`config.mk`:
```
export PLATFORM = sky130hd
export DESIGN_NAME = dsp_logic_simd_v4
export DESIGN_NICKNAME = d
export VERILOG_FILES = /design/src/rtl/dsp_logic_simd_v4.sv
export SDC_FILE = /design/constraint.sdc
export NUM_CORES = 1
export LEC_CHECK = 0
export BUFFER_PORTS_ARGS = -buffer_cell sky130_fd_sc_hd__buf_2
export CAP_MARGIN = 15
export CORE_MARGIN = 2
export CORE_UTILIZATION = 54
export CTS_CLUSTER_SIZE = 24
export DETAILED_ROUTE_END_ITERATION = 10
export PLACE_DENSITY = 0.84
export SLEW_MARGIN = 30
export SYNTH_ARGS = -nofsm -noshare
export SYNTH_HDL_FRONTEND = slang
export SYNTH_SLANG_ARGS = --single-unit
```
`constraint.sdc`:
```
create_clock -name clock -period 1.5 [get_ports clock]
set_input_delay 0.15 -clock clock [delete_from_list [all_inputs] [get_ports clock]]
set_output_delay 0.15 -clock clock [all_outputs]
set_load 0.05 [all_outputs]
```
`src/rtl/dsp_logic_simd_v4.sv`:
```
// Lane-wise SIMD logic/arithmetic unit with a running XOR accumulator,
// behind an elastic valid/ready pipeline of STAGES registered slots.

module dsp_logic_simd_v4_lane #(
  parameter int WIDTH = 12
) (
  input  logic [2:0]       op,
  input  logic [WIDTH-1:0] a,
  input  logic [WIDTH-1:0] b,
  input  logic [WIDTH-1:0] acc,
  output logic [WIDTH-1:0] y
);
  always_comb begin
    y = '0;
    case (op)
      3'd0: y = a ^ b;
      3'd1: y = a & b;
      3'd2: y = a | b;
      3'd3: y = ~(a ^ b);
      3'd4: y = a + b;
      3'd5: y = a - b;
      3'd6: y = acc ^ a ^ b;
      default: y = '0;
    endcase
  end
endmodule

module dsp_logic_simd_v4 #(
  parameter int WIDTH  = 12,
  parameter int LANES  = 3,
  parameter int STAGES = 2
) (
  input  logic                   clock,
  input  logic                   reset,
  input  logic                   in_valid,
  output logic                   in_ready,
  input  logic [2:0]             in_op,
  input  logic                   in_last,
  input  logic [WIDTH*LANES-1:0] in_a,
  input  logic [WIDTH*LANES-1:0] in_b,
  output logic                   out_valid,
  input  logic                   out_ready,
  output logic [WIDTH*LANES-1:0] out_y,
  output logic                   out_last
);
  localparam int VW = WIDTH * LANES;

  if (WIDTH < 1 || WIDTH > 48 || LANES < 1 || LANES > 4 || VW > 48 ||
      STAGES < 1 || STAGES > 3) begin : g_param_err
    $error("dsp_logic_simd_v4: illegal parameters WIDTH=%0d LANES=%0d STAGES=%0d",
           WIDTH, LANES, STAGES);
  end

  logic [LANES-1:0][WIDTH-1:0] a_l, b_l, acc, res;
  logic [STAGES-1:0]           vld_pipe, en;
  logic [STAGES-1:0][VW-1:0]   y_pipe;
  logic [STAGES-1:0]           last_pipe;
  logic                        accept;

  assign a_l = in_a;
  assign b_l = in_b;

  for (genvar k = 0; k < LANES; k++) begin : g_lane
    dsp_logic_simd_v4_lane #(.WIDTH(WIDTH)) u_lane (
      .op  (in_op),
      .a   (a_l[k]),
      .b   (b_l[k]),
      .acc (acc[k]),
      .y   (res[k])
    );
  end

  // A slot may load when out_ready is high or any slot from it to the
  // output is empty; this is the chained advance rule in closed form.
  always_comb begin
    logic hole;
    hole = 1'b0;
    en   = '0;
    for (int i = STAGES - 1; i >= 0; i--) begin
      hole  = hole | ~vld_pipe[i];
      en[i] = out_ready | hole;
    end
  end

  assign in_ready = en[0];
  assign accept   = in_valid & en[0];

  always_ff @(posedge clock or negedge reset) begin
    if (!reset) begin
      vld_pipe  <= '0;
      y_pipe    <= '0;
      last_pipe <= '0;
      acc       <= '0;
    end else begin
      if (en[0]) begin
        vld_pipe[0] <= in_valid;
        if (in_valid) begin
          y_pipe[0]    <= res;
          last_pipe[0] <= in_last;
        end
      end
      for (int i = 1; i < STAGES; i++) begin
        if (en[i]) begin
          vld_pipe[i] <= vld_pipe[i-1];
          if (vld_pipe[i-1]) begin
            y_pipe[i]    <= y_pipe[i-1];
            last_pipe[i] <= last_pipe[i-1];
          end
        end
      end
      // The op-6 lane result already is acc^a^b, so it doubles as next acc.
      if (accept && in_op == 3'd6)
        acc <= in_last ? '0 : res;
    end
  end

  assign out_valid = vld_pipe[STAGES-1];
  assign out_y     = y_pipe[STAGES-1];
  assign out_last  = last_pipe[STAGES-1];
endmodule

```
### Yosys cells after proc, flatten, opt, wreduce, memory -nomap -nowiden

Index checks and enable logic that the tools add are counted.

* register bits after elaboration: 112
* input bits: 80
* output and inout bits: 39
* logic and storage cells: 53

* $add $sub $neg: 6
* equal/unequal tests: 6
* multiplexer cells: 4
* bitwise operators: 24
* reduce and logical (&&, ||, !) cells: 4

Operator list (count)
* one-hot mux 12 bit (7 select lines): 3
* bitwise XOR 12 bit: 9
* adder 12 bit: 3
* bitwise AND 12 bit: 3
* two-way mux 36 bit: 1
* NOT 12 bit: 3
* bitwise OR 12 bit: 3
* subtractor 12 bit: 3
* equality test 3 bit (second input constant): 3
* equality test 3 x 2 -> 1 bit (second input constant): 2
* AND reduction 2 bit: 2
* equality test 3 x 1 -> 1 bit (second input constant): 1
* logical NOT 3 bit: 1
* bitwise OR 1 bit: 3
* NOT 1 bit: 2
* bitwise AND 1 bit: 1
* logical AND 1 bit: 1

### Longest topological paths before layout

* word-level depth: 5
* mapped depth: 16
* mapped depth without buffers: 14

### Hierarchy

A second synthesis with hierarchy kept.

* cell total of the unflattened synthesis: 1183
* area total of the unflattened synthesis: 10572.6 µm²

Modules (own cells, without submodules)
* dsp_logic_simd_v4: instances 1, cells each 363, area each 4913.5 µm², seq. area each 2802.7 µm²
* dsp_logic_simd_v4_lane (g_lane[1].u_lane ...): instances 2, cells each 275, area each 1894.3 µm², seq. area each 0.0 µm²
* dsp_logic_simd_v4_lane (g_lane[0].u_lane): instances 1, cells each 270, area each 1870.5 µm², seq. area each 0.0 µm²

### Worst setup path after synthesis

Ideal clock, no wire load.

* path kind: in2reg
* start: in in_op[1]
* end: reg y_pipe[31] (netlist name)
* library setup time: 0.125 ns
* arrival: 3.182 ns
* data required time: 1.375 ns
* setup slack: -1.807 ns
* stages on the path: 16
* path buffers: 3
* path through: clkbuf_1 clkbuf_1 nor2_1 nand2_1 clkbuf_1 nand2_1 o21ai_0 inv_1 ha_1 nor2b_1 o31a_1 o31a_1 o21a_1 or3_1 a31o_1 mux2_2

* cells in the longest elaborated chain, start to end: 2
* elaborated cells on any way between the ends: 8
* those cells by class: eq/ne: 6; mux: 1; reduce/logical: 1

Ends and longest elaborated chain
* from (decl): RTL line 37 `input logic [2:0] in_op,`
* equality test 3 bit (tied with other cells): RTL line 15 `case (op)`
* one-hot mux 12 bit (7 select lines) *: RTL line 15
* to (signal, indexed assignment): RTL line 106 `y_pipe[i] <= y_pipe[i-1];`
* to (decl): RTL line 56 `logic [STAGES-1:0][VW-1:0] y_pipe;`

Mark *: on every way between the ends. The rest lies on a longest branch, timed or not.
A chain may end at the register's enable or synchronous reset.

### Worst setup path in the final report

* start: in in_op[0]
* end: reg y_pipe[10] (netlist name)

Same word-level chain as after synthesis.

==> impl_metrics.json <==
{
  "run_status": "finished with violations",
  "violations": "negative setup slack",
  "path_clk_slew_ns": 0.09,
  "dieArea_mm2": 0.0193,
  "antenna_found_initial": 1,
  "cts_max_path_buffers": 2,
  "clock_latency_ns": 0.39,
  "timing.hold.worst.class": "input port to register",
  "synthDistinctLibCells": 53,
  "clock_period_minus_worst_slack_ns": 2.77,
  "ys_top_cells_by_area": "sky130_fd_sc_hd__dfrtp_1 (29%), sky130_fd_sc_hd__ha_1 (14%), sky130_fd_sc_hd__xnor2_1 (9.4%)",
  "crit_required_ns": 1.75,
  "slew_viol_final": 0,
  "drt_first_pass_iters": 6,
  "io_buffers": 118,
  "area_of_all_placed_cells_without_fillers_mm2": 0.0145,
  "launch_instance_of_the_worst_min_delay_path": "in_valid",
  "grt_first_pass_wirelength_um": 56000,
  "power_mw": 14.5,
  "maxCapViolations": 0,
  "fmax_mhz": 361,
  "dr_vias": 11600,
  "grt_max_degree": 46,
  "postSynth.topFlopCell": "sky130_fd_sc_hd__dfrtp_1",
  "report.final.setup_viol": 72,
  "reg2regPathDepth": 6,
  "layout-drive-gt1-share": 0.456,
  "place_area_mm2": 0.0124,
  "worst_pin_slew_ns": 0.601,
  "timing.final.crit_share": 1.85,
  "cp_max_fo": 4,
  "detail_route.wirelength_um": 45200,
  "worst_ep_arrival_time_ns": 3.02,
  "synth_top_area_share": 0.286,
  "final_nets": 1648,
  "worst_case_clock_skew_ns": 0.0275,
  "timing.critical_path.to_type": "register",
  "synth-seq-cells": 112,
  "cp-endpoint": "y_pipe[10]$_DFFE_PN0P_",
  "worst_hold_margin_ns": 0.0186,
  "routedWlPerCell_um": 26.7,
  "top_level_ports": 119,
  "areaGrowthSynthToFinish_pct": 47.6,
  "syn-mean-instance-area_um2": 8.86,
  "total_congestion_overflow": 0,
  "clock_tree.htree_level_count": 3,
  "rr_endpoint": "acc[34]$_DFFE_PN0P_",
  "synth_edf_count": 0,
  "final-hold-violation-count": 0,
  "timing_worst_setup_path_type": "input port to register",
  "rows": 49,
  "floorplan.die.height_um": 139,
  "routabilityCongestion": 0.974,
  "avgViaCountPerCell": 6.85,
  "synthesis.nets": 1298,
  "layout_setup_ws_ns": -1.27,
  "synth_warn": 0,
  "root_buffer": "sky130_fd_sc_hd__clkbuf_16",
  "die-width_um": 139,
  "power.density_mw_per_mm2": 1000,
  "p_leak_nw": 7.02,
  "cts_tree": "done",
  "setup.reg_to_reg.worst_slack_ns": -0.20,
  "worst_setup_path_startpoint": "in_op[0]",
  "detailed_route_iter0_violations": 1660,
  "worst_ir_drop_vdd_mv": 1.04,
  "initial_utilization": 0.548,
  "track_usage": 0.367,
  "vias_in_the_first_global_route": 10900,
  "detail_route.drc_violations": 0,
  "max-slew-margin-rel": 0.599,
  "category_of_the_worst_setup_path_launch_point": "input port",
  "critical_path.reg2reg.startpoint": "vld_pipe[1]$_DFFE_PN0N_",
  "numCtsBuffers": 9,
  "place.detailed.hpwl_um": 23100,
  "netlist_instances": 1107,
  "synthArstFlopShare": 1.00,
  "cell_accounting_for_the_most_synthesized_area": "sky130_fd_sc_hd__dfrtp_1",
  "synth_seq_area_share": 0.286,
  "post_syn_area_mm2": 0.00980,
  "rsz0062_at_grt": "yes",
  "cts.sinks": 112,
  "fp.coreArea_mm2": 0.0179,
  "antenna_violating_nets_post_route": 0
}
## synth_stat cells (4+ instances only)
library cell,n
sky130_fd_sc_hd__a31oi_1,17
sky130_fd_sc_hd__o21a_1,9
sky130_fd_sc_hd__buf_4,36
sky130_fd_sc_hd__clkbuf_1,37
sky130_fd_sc_hd__a21oi_1,69
sky130_fd_sc_hd__nor2_1,66
sky130_fd_sc_hd__nor4_1,5
sky130_fd_sc_hd__o31ai_1,4
sky130_fd_sc_hd__o22ai_1,22
sky130_fd_sc_hd__xnor2_1,105
sky130_fd_sc_hd__a211oi_1,16
sky130_fd_sc_hd__mux2i_1,64
sky130_fd_sc_hd__and2_1,4
sky130_fd_sc_hd__dfrtp_1,112
sky130_fd_sc_hd__or3_1,5
sky130_fd_sc_hd__nor3_1,8
sky130_fd_sc_hd__a21o_1,10
sky130_fd_sc_hd__mux2_2,44
sky130_fd_sc_hd__xor2_1,12
sky130_fd_sc_hd__a221oi_1,7
sky130_fd_sc_hd__ha_1,108
sky130_fd_sc_hd__nor2b_1,9
sky130_fd_sc_hd__buf_2,10
sky130_fd_sc_hd__o31a_1,5
sky130_fd_sc_hd__a22o_1,9
sky130_fd_sc_hd__nand3_1,6
sky130_fd_sc_hd__a22oi_1,5
sky130_fd_sc_hd__nand2b_1,8
sky130_fd_sc_hd__a41oi_1,5
sky130_fd_sc_hd__o21ai_0,90
sky130_fd_sc_hd__nand2_1,80
sky130_fd_sc_hd__inv_1,86
## logic make-up (layout without fill, tap and decap cells)
family                     Yosys count  after routing  synth area share
other                                0              1                 0
muxes                              108            108             0.116
DFF                                112            112             0.286
and+or+nand+nor                    199            199            0.0887
AOI/OAI and AO/OA                  287            287             0.180
buffers and inverters              173            528            0.0813
xor gates and xnor gates           117            117             0.105
adders and majority gates          111            111             0.144
## registers in the layout, summed over array words and instances, names as in the netlist
signal,cells
last_pipe,2
out_y,36
vld_pipe,2
acc,36
y_pipe,36
## final cells by class
cell class                      instances  area (um^2)
Multi-Input combinational cell        822         7440
Fill cell                             914         3430
Timing Repair Buffer                  425         3300
Sequential cell                       112         2800
Inverter                               87          337
Tap cell                              229          287
Clock buffer                            9          225
Clock inverter                          7         78.8
Antenna cell                            1         2.50
## how the worst min path moves through the flow
stage | to | slack, ns | depth (start not counted)
global route | vld_pipe[0]$_DFFE_PN0N_ | 0.04 | 2
global placement | acc[20]$_DFFE_PN0P_ | 0.08 | 1
detailed placement | out_y[11]$_DFFE_PN0P_ | 0.08 | 1
CTS | vld_pipe[0]$_DFFE_PN0N_ | 0.004 | 2
floorplan | acc[0]$_DFFE_PN0P_ | -0.15 | 0
finish | vld_pipe[0]$_DFFE_PN0N_ | 0.02 | 2
## cell usage in the layout (no fill, tap or decap), types with 12 or more instances in the layout
cell | synthesis | routed
sky130_fd_sc_hd__nor2_1 | 66 | 52
sky130_fd_sc_hd__a21oi_1 | 69 | 35
sky130_fd_sc_hd__buf_2 | 10 | 108
sky130_fd_sc_hd__ha_1 | 108 | 98
sky130_fd_sc_hd__a211oi_1 | 16 | 12
sky130_fd_sc_hd__o21ai_2 | 0 | 24
sky130_fd_sc_hd__inv_1 | 86 | 78
sky130_fd_sc_hd__o22ai_1 | 22 | 19
sky130_fd_sc_hd__buf_6 | 0 | 40
sky130_fd_sc_hd__o21ai_0 | 90 | 20
sky130_fd_sc_hd__mux2i_1 | 64 | 64
sky130_fd_sc_hd__mux2_2 | 44 | 38
sky130_fd_sc_hd__dfrtp_1 | 112 | 111
sky130_fd_sc_hd__nand2_1 | 80 | 63
sky130_fd_sc_hd__xnor2_1 | 105 | 92
sky130_fd_sc_hd__o21ai_1 | 1 | 42
sky130_fd_sc_hd__a21oi_2 | 0 | 25
sky130_fd_sc_hd__xor2_1 | 12 | 12
sky130_fd_sc_hd__buf_4 | 36 | 256
## metal layers
layer  track usage  vias up  wire [um]
met5             0        -          0
met4         0.247        0       4940
met3        0.0760      470       6160
met2         0.611     1203      19300
met1         0.428     5385      14800
li1              -     4538          -
## critical path, cell delays in order
cell and delay, ns:
sky130_fd_sc_hd__buf_4 0.14, sky130_fd_sc_hd__inv_1 0.14, sky130_fd_sc_hd__nor2_4 0.07, sky130_fd_sc_hd__buf_12 0.14
sky130_fd_sc_hd__buf_12 0.13, sky130_fd_sc_hd__a31oi_1 0.25, sky130_fd_sc_hd__xnor2_1 0.17, sky130_fd_sc_hd__ha_1 0.33
sky130_fd_sc_hd__o21a_1 0.16, sky130_fd_sc_hd__o31a_1 0.24, sky130_fd_sc_hd__o21ai_2 0.11, sky130_fd_sc_hd__a21oi_2 0.18
sky130_fd_sc_hd__mux2_4 0.33, sky130_fd_sc_hd__a311oi_4 0.34, sky130_fd_sc_hd__o21ai_1 0.13
## report_power, final
group / internal, mW / switching (mW)
sequential: 3.69 / 0.540
combinational: 3.16 / 4.50
clock: 1.32 / 1.30
total: 8.17 / 6.35
## per-stage QoR
step | cells | worst slack, ns | TNS, ns | utilization
2_1_floorplan | 1107 | -1.42 | -57.01 | -
3_3_place_gp | 1618 | -1.27 | -63.33 | 0.692
3_5_place_dp | 1618 | -1.33 | -67.19 | 0.692
4_1_cts | 1670 | -0.846 | -33.91 | 0.763
5_1_grt | 1691 | -1.27 | -52.77 | 0.808
6_report | 1692 | -1.27 | -50.59 | 0.808
## what timing repair did
action / CTS / global route
gates resized for setup: 198 / 118
endpoints found under the setup margin: 63 / 70
hold endpoints to repair: 20 / 0
pin swaps: 102 / 98
hold buffers: 1 / 0
setup buffers: 39 / 27
gates cloned: 0 / 3
(Power assumes the default switching activity.)
